===== src/rtl/arb_mux_n_rtl.sv =====
`default_nettype none
// ============================================================================
//  Module      : arb_mux_n_rtl
//  Description : N-channel, W-bit arbitrating mux with a one-entry registered
//                output buffer. Each cycle it grants one valid input channel,
//                using either round-robin or fixed priority (channel 0
//                highest). The granted channel's data is captured into the
//                output register. Both sides use val/rdy handshakes.
//  Revision    : 1.0 - initial release
// ============================================================================
module arb_mux_n_rtl #(
    parameter int p_nch   = 4,
    parameter int p_nbits = 4
) (
    input  logic                       clk,
    input  logic                       rst,
    input  logic                       mode,
    input  logic [p_nch-1:0]           in_val,
    output logic [p_nch-1:0]           in_rdy,
    input  logic [p_nch*p_nbits-1:0]   in_data,
    output logic                       out_val,
    input  logic                       out_rdy,
    output logic [p_nbits-1:0]         out_data,
    output logic [$clog2(p_nch)-1:0]   out_sel
);

    localparam int SEL_W = $clog2(p_nch);

    // Output register and round-robin pointer
    logic               out_val_q,  out_val_d;
    logic [p_nbits-1:0] out_data_q, out_data_d;
    logic [SEL_W-1:0]   out_sel_q,  out_sel_d;
    logic [SEL_W-1:0]   ptr_q,      ptr_d;

    // Grant result and handshake qualifiers
    logic               gnt_vld;
    logic [SEL_W-1:0]   gnt_idx;
    logic               space;
    logic               xfer_in;
    logic               xfer_out;

    // The buffer can take a new item if it is empty or being drained now.
    assign space    = !out_val_q || out_rdy;
    assign xfer_in  = space && gnt_vld;
    assign xfer_out = out_val_q && out_rdy;

    // Grant search: walk the channels in priority order and take the first
    // valid one. Round-robin starts at ptr and wraps; fixed starts at 0.
    always_comb begin
        int ch;
        gnt_vld = 1'b0;
        gnt_idx = '0;
        ch      = 0;
        for (int k = 0; k < p_nch; k++) begin
            ch = mode ? k : ((int'(ptr_q) + k) % p_nch);
            if (!gnt_vld && in_val[ch]) begin
                gnt_vld = 1'b1;
                gnt_idx = SEL_W'(ch);
            end
        end
    end

    // Ready goes only to the granted channel, and never while in reset so
    // an upstream source cannot believe an item was accepted and then lost.
    always_comb begin
        in_rdy = '0;
        if (!rst && xfer_in) begin
            in_rdy[gnt_idx] = 1'b1;
        end
    end

    // Next-state for the buffer and pointer. A capture takes precedence over
    // a drain, which gives back-to-back throughput when out_rdy stays high.
    // Only the granted slice of in_data is selected, so unknowns on other
    // channels never reach the register.
    always_comb begin
        out_val_d  = out_val_q;
        out_data_d = out_data_q;
        out_sel_d  = out_sel_q;
        ptr_d      = ptr_q;
        if (xfer_in) begin
            out_val_d  = 1'b1;
            out_data_d = in_data[int'(gnt_idx)*p_nbits +: p_nbits];
            out_sel_d  = gnt_idx;
            if (!mode) begin
                ptr_d = (gnt_idx == SEL_W'(p_nch - 1)) ? '0
                                                       : gnt_idx + SEL_W'(1);
            end
        end else if (xfer_out) begin
            out_val_d = 1'b0;
        end
    end

    // State update; reset discards any held item regardless of handshakes.
    always_ff @(posedge clk) begin
        if (rst) begin
            out_val_q  <= 1'b0;
            out_data_q <= '0;
            out_sel_q  <= '0;
            ptr_q      <= '0;
        end else begin
            out_val_q  <= out_val_d;
            out_data_q <= out_data_d;
            out_sel_q  <= out_sel_d;
            ptr_q      <= ptr_d;
        end
    end

    assign out_val  = out_val_q;
    assign out_data = out_data_q;
    assign out_sel  = out_sel_q;

endmodule
`default_nettype wire


===== config.mk =====
export PLATFORM = sky130hd
export DESIGN_NAME = arb_mux_n_rtl
export DESIGN_NICKNAME = d
export VERILOG_FILES = /design/src/rtl/arb_mux_n_rtl.sv
export SDC_FILE = /design/constraint.sdc
export NUM_CORES = 1
export LEC_CHECK = 0
export ABC_AREA = 1
export CORE_MARGIN = 1
export CORE_UTILIZATION = 30
export CTS_CLUSTER_SIZE = 12
export DETAILED_ROUTE_END_ITERATION = 10
export MAX_ROUTING_LAYER = met4
export PLACE_DENSITY = 0.6
export SETUP_SLACK_MARGIN = 0.4
export SYNTH_ARGS = -nofsm -noshare
export SYNTH_HDL_FRONTEND = slang
export SYNTH_SLANG_ARGS = --single-unit

===== constraint.sdc =====
create_clock -name clk -period 2.1 [get_ports clk]
set_input_delay 0.315 -clock clk [delete_from_list [all_inputs] [get_ports clk]]
set_output_delay 0.315 -clock clk [all_outputs]
set_load 0.1 [all_outputs]

=== Word level (Yosys, flattened, before mapping) ===
Cells that the tools add are included.

* Register bits: 9
* Output and inout port bits: 11
* Word-level logic and storage cells: 68

* Add/subtract/negate cells: 4
* Order comparisons: 6
* Equality and inequality tests: 1
* Shift-type cells: 1
* Multiplexer cells: 30
* Bitwise operators: 4
* Reductions and logical operators: 18

{| class="wikitable"
|+ Operator list
! operator !! count
|-
| 32-bit by 4-bit < comparator with 1-bit output (second input constant) || 3
|-
| 32-bit two-way mux || 3
|-
| 16-bit by 5-bit indexed part select with 4-bit output || 1
|-
| 1-bit two-way mux || 15
|-
| 2-bit two-way mux || 6
|-
| 1-bit binary-select mux with 2-bit select || 4
|-
| 1-bit logical AND || 7
|-
| 2-bit by 3-bit < comparator with 1-bit output (second input constant) || 2
|-
| 2-bit OR reduction || 3
|-
| 1-bit logical NOT || 5
|-
| 2-bit by 1-bit adder with 2-bit output (second input constant) || 2
|-
| 2-bit adder (second input constant) || 2
|-
| 4-bit two-way mux || 1
|-
| 1-bit AND (first input constant) || 3
|-
| 1-bit demux with 2-bit select || 1
|-
| 2-bit equality test (second input constant) || 1
|-
| 2-bit by 1-bit >= comparator with 1-bit output (second input constant) || 1
|-
| 2-bit AND reduction || 1
|-
| 2-bit nonzero test || 1
|-
| 1-bit logical OR || 1
|-
| 1-bit inverter || 1
|}

=== Logic depth before layout (Yosys ltp) ===
* Word-level depth: 20
* Mapped depth: 16
* Depth with buffers taken out: 15

=== Worst setup path before layout ===
Ideal clock, no wire load.

* Path kind: input-to-output
* Start point: input port mode
* End point: output port in_rdy[3]
* Arrival time: 2658 ps
* Data required time: 1785 ps
* Setup slack: -873 ps
* Cell stages on the path: 12
* Path buffers: 2
* Path through: inv_2 nand2_2 buf_6 nand2_1 nand2_1 nor2_4 nand4_2 nand2_4 buf_8 ha_1 inv_1 nor2_1

* Longest elaborated chain between the ends: 19

{| class="wikitable"
|+ Ends and longest elaborated chain
! what !! RTL line !! text
|-
| start, declared || 17 || <nowiki>input logic mode,</nowiki>
|-
| 2-bit two-way mux || 55 || <nowiki>ch = mode ? k : ((int'(ptr_q) + k) % p_nch);</nowiki>
|-
| 1-bit binary-select mux with 2-bit select || 56 || <nowiki>if (!gnt_vld && in_val[ch]) begin</nowiki>
|-
| 1-bit two-way mux (implied by the code) (2 in series) || 56 ||
|-
| 1-bit two-way mux || 56 ||
|-
| 1-bit logical NOT || 56 ||
|-
| 1-bit logical AND || 56 ||
|-
| 1-bit two-way mux || 56 ||
|-
| 1-bit logical NOT || 56 ||
|-
| [... 2 more ...] || -- ||
|-
| 1-bit logical NOT || 56 ||
|-
| 1-bit logical AND || 56 ||
|-
| 2-bit two-way mux || 56 ||
|-
| 2-bit by 3-bit < comparator with 1-bit output (implied by the code) / 2-bit by 1-bit >= comparator with 1-bit output (equally long branches) || 68 || <nowiki>in_rdy[gnt_idx] = 1'b1;</nowiki>
|-
| 1-bit logical AND (implied by the code) || 68 ||
|-
| 1-bit two-way mux (implied by the code) || 68 ||
|-
| 1-bit demux with 2-bit select || 68 ||
|-
| 4-bit two-way mux * || 67 || <nowiki>if (!rst && xfer_in) begin</nowiki>
|-
| end, declared || 19 || <nowiki>output logic [p_nch-1:0] in_rdy,</nowiki>
|}

Mark *: on every way between the ends. The rest lies on a longest branch, timed or not. The select of a mux whose other input is x is not followed.

=== Final worst setup path ===
* Start point: register ptr_q[0]
* End point: output port in_rdy[1]

* Longest elaborated chain between the ends: 19

{| class="wikitable"
|+ Ends and longest elaborated chain
! what !! RTL line !! text
|-
| start, declared || 33 || <nowiki>logic [SEL_W-1:0] ptr_q, ptr_d;</nowiki>
|-
| start signal, assigned || 105 || <nowiki>ptr_q <= ptr_d;</nowiki>
|-
| parallel branches: the longest is 18 deep, another holds 2-bit by 1-bit adder with 2-bit output || -- ||
|-
| 4-bit two-way mux * || 67 ||
|}

Mark *: on every way between the ends. The select of a mux whose other input is x is not followed.

==> metrics.md <==
| Metric | Value |
|---|---|
| Hold path startpoint | out_data[1] |
| VDD IR max | between 0.5 and 0.6 mV |
| Post-DP HPWL | roughly 2.1 mm |
| Critical Path End Type | output port |
| Vias in the first global route | between 1,000 and 1,500 |
| # H-tree levels | 1 |
| Final instance area | about 1800 um^2 |
| Worst Path Required | between 1.5 and 2 ns |
| Global placement routability congestion | 0.806 |
| First-pass GRT wire length | 4.80 mm |
| Period utilization | 107% |
| CTS tree | yes |
| P&R area growth vs syn | 84.8% |
| Fin util | between 50% and 60% |
| I/O Buffers | 34 |
| Crit-path max FO | 4 |
| Row count | 20 |
| CTS clk-pin slew, worst paths | about 0.060 ns |
| Failing checks | setup timing |
| Tmin final | about 2.2 ns |
| Number of DRC violations after detailed-routing iteration 0 | 32 |
| Synth Net Count | 182 |
| Reg2reg start | ptr_q[0] |
| Inst Count DP | 250 |
| Largest net degree at the start of global routing | 8 |
| Share of the synthesized area in the top cell type | between 20 and 25% |
| Wire length per cell after detailed routing | just over 10 um |
| Power consumption | between 1 and 1.5 mW |
| Die area | 3450 um^2 |
| Detailed-route DRC error count | 0 |
| RSZ-0062 raised after global routing | true |
| Start point of the critical path | ptr_q[0] |
| R2R setup slack | ~0.30 ns |
| Initial antenna violation count | 0 |
| Hold buffers post-CTS | 0 |
| Reg-to-reg critical path endpoint | out_data[0] |
| MaxCap Viol Count | 0 |
| Core Footprint | ~3100 um^2 |
| Root Driver | clkbuf_4 |
| Most common cell after layout, fill and taps aside | nand2_1 |
| Status | finished, violations left |
| Synth Register Bits | 9 |
| Critical path type | reg2out |
| Gate Count Post-Synth | roughly 160 |
| Hold Violations, Final | 0 |
| Post-DP Area | approximately 1600 um^2 |
| Vias | 1,160 |
| Hold EP | out_data[1] |
| Unique masters post-synth | 21 |
| Die Height | between 50 and 60 um |
| Die X | about 59 um |
| Synthesized area per cell | about 6.2 um^2 |
| Fin Hold WS | 0.453 ns |
| P per Cell Area | approximately 690 nW/um^2 |
| CTS Sinks | 9 |
| DP Worst Slack | -0.496 ns |
| Ratio of cells with drive above 1 in the final layout | a little over two fifths |
| Final setup fails | 4 |
| Detailed-router iteration count before antenna repair | 4 |
| Most frequent cells in the layout | nand2_1 (53), buf_4 (24), clkdlybuf4s50_1 (18) |
| DR vias/cell | 4.39 |
| CTS Buffer Depth | 2 |
| Worst R2R Path Depth | 13 |
| Clock Skew | 0.00674 ns |
| Sequential area share after synthesis | around a fifth |
| Crit path DAT | roughly 1.9 ns |
| GR Util All Layers | a little under a fifth |
| Crit start category | register |
| Ports | 35 |
| Leakage power | between 0.8 and 0.9 nW |
| Starting Density | a little under a third |
| Fin Setup TNS | -0.492 ns |
| Cts bufs inserted | 3 |
| YS warnings | 0 |
| Antenna Cells | 0 |
| Hold-critical path depth | 2 |
| FMAX | 445 MHz |
| DRT Wirelength | around 2.7 mm |
| Post-route insts no fill | roughly 260 |
| Worst-Margin Slew | 0.379 ns |
| Setup WS post-layout | -0.147 ns |
| Synth area leader | nand2_1 |
| Slew HR | about three quarters |
| Antenna-violating nets left | 0 |
| Synth Cell Area | roughly 970 um^2 |
| Synth top area cells | nand2_1 (23%), dfxtp_1 (19%), nand3_1 (9.3%) |
| Fin nets | about 250 |
| GR Overflow Total | 0 |
| Slew Viols, Final | 0 |
| Clk_lat worst skew | 0.26 ns |
| HP Class | reg2reg |
synth_stat cells:
master and count:
nand4_1 2, nand3b_1 1, nor2_1 9, nand2_2 11, nand4_2 1, nand3_2 3
a21oi_1 2, dfxtp_1 9, nor2_4 5, inv_2 6, nand3_1 18, nand2_4 4
a21boi_2 1, inv_1 17, nand2_1 59, ha_1 1, o21ai_1 2, o21ai_2 1
buf_6 3, buf_8 1, nor2_8 1
where the power goes:
group,total [mW],internal [mW],switching [mW]
clock network,0.129,0.0729,0.0557
registers,0.234,0.204,0.0297
logic,0.865,0.323,0.541
final cells by class:
class                      count  area (um^2)
clock buffer                   4         26.3
sequential                     9          189
fill                         295         1270
timing repair inverter         1         8.76
multi-input combinational    121          782
inverter                      23          103
tap                           44         55.1
timing repair buffer          62          622
flip-flops by register name, indices dropped and copies added (netlist names):
name,count
out_data,4
out_sel,2
out_val,1
ptr_q,2
cell families (layout without fill, tap and decap cells):
| group | count (synthesis) | after routing | share of synthesized area (%) |
|---|---|---|---|
| and+or+nand+nor | 114 | 114 | 61.9 |
| AOI/OAI and AO/OA | 6 | 6 | 4.15 |
| buffers and inverters | 27 | 90 | 14.0 |
| adders and majority gates | 1 | 1 | 1.30 |
| DFF | 9 | 9 | 18.7 |
worst max-delay path: stages, from the launching register on:
cell     delay (ns)
dfxtp_4        0.40
buf_6          0.13
nand2_4        0.05
nand2_2        0.07
buf_4          0.11
nand2_1        0.05
nand2_2        0.11
nor2_4         0.07
nor2_8         0.09
nand2_4        0.07
nor2_4         0.15
inv_2          0.08
nor2_4         0.11
buf_12         0.18
per-layer routing:
metal	wire length, um	GRT usage (%)	up-vias
li1	-	-	610
met1	1160	21.7	528
met2	1450	31.8	18
met3	78	2.42	4
met4	25	8.16	0
met5	0	-	-
worst max path at each step:
stage	cells past startpoint	to	slack (ns)
floorplan	14	in_rdy[3]	-0.07
global placement	14	in_rdy[3]	-0.49
detailed placement	14	in_rdy[3]	-0.50
CTS	11	in_rdy[3]	-0.22
global route	14	in_rdy[3]	-0.26
finish	13	in_rdy[1]	-0.15
timing repair:
item / CTS / global route
buffers inserted: 7 / 2
resized for setup: 29 / 6
pin swaps: 16 / 13
setup endpoints to repair: 13 / 12
cloned: 1 / 0
Note: power is estimated with default switching activity, not from simulation.
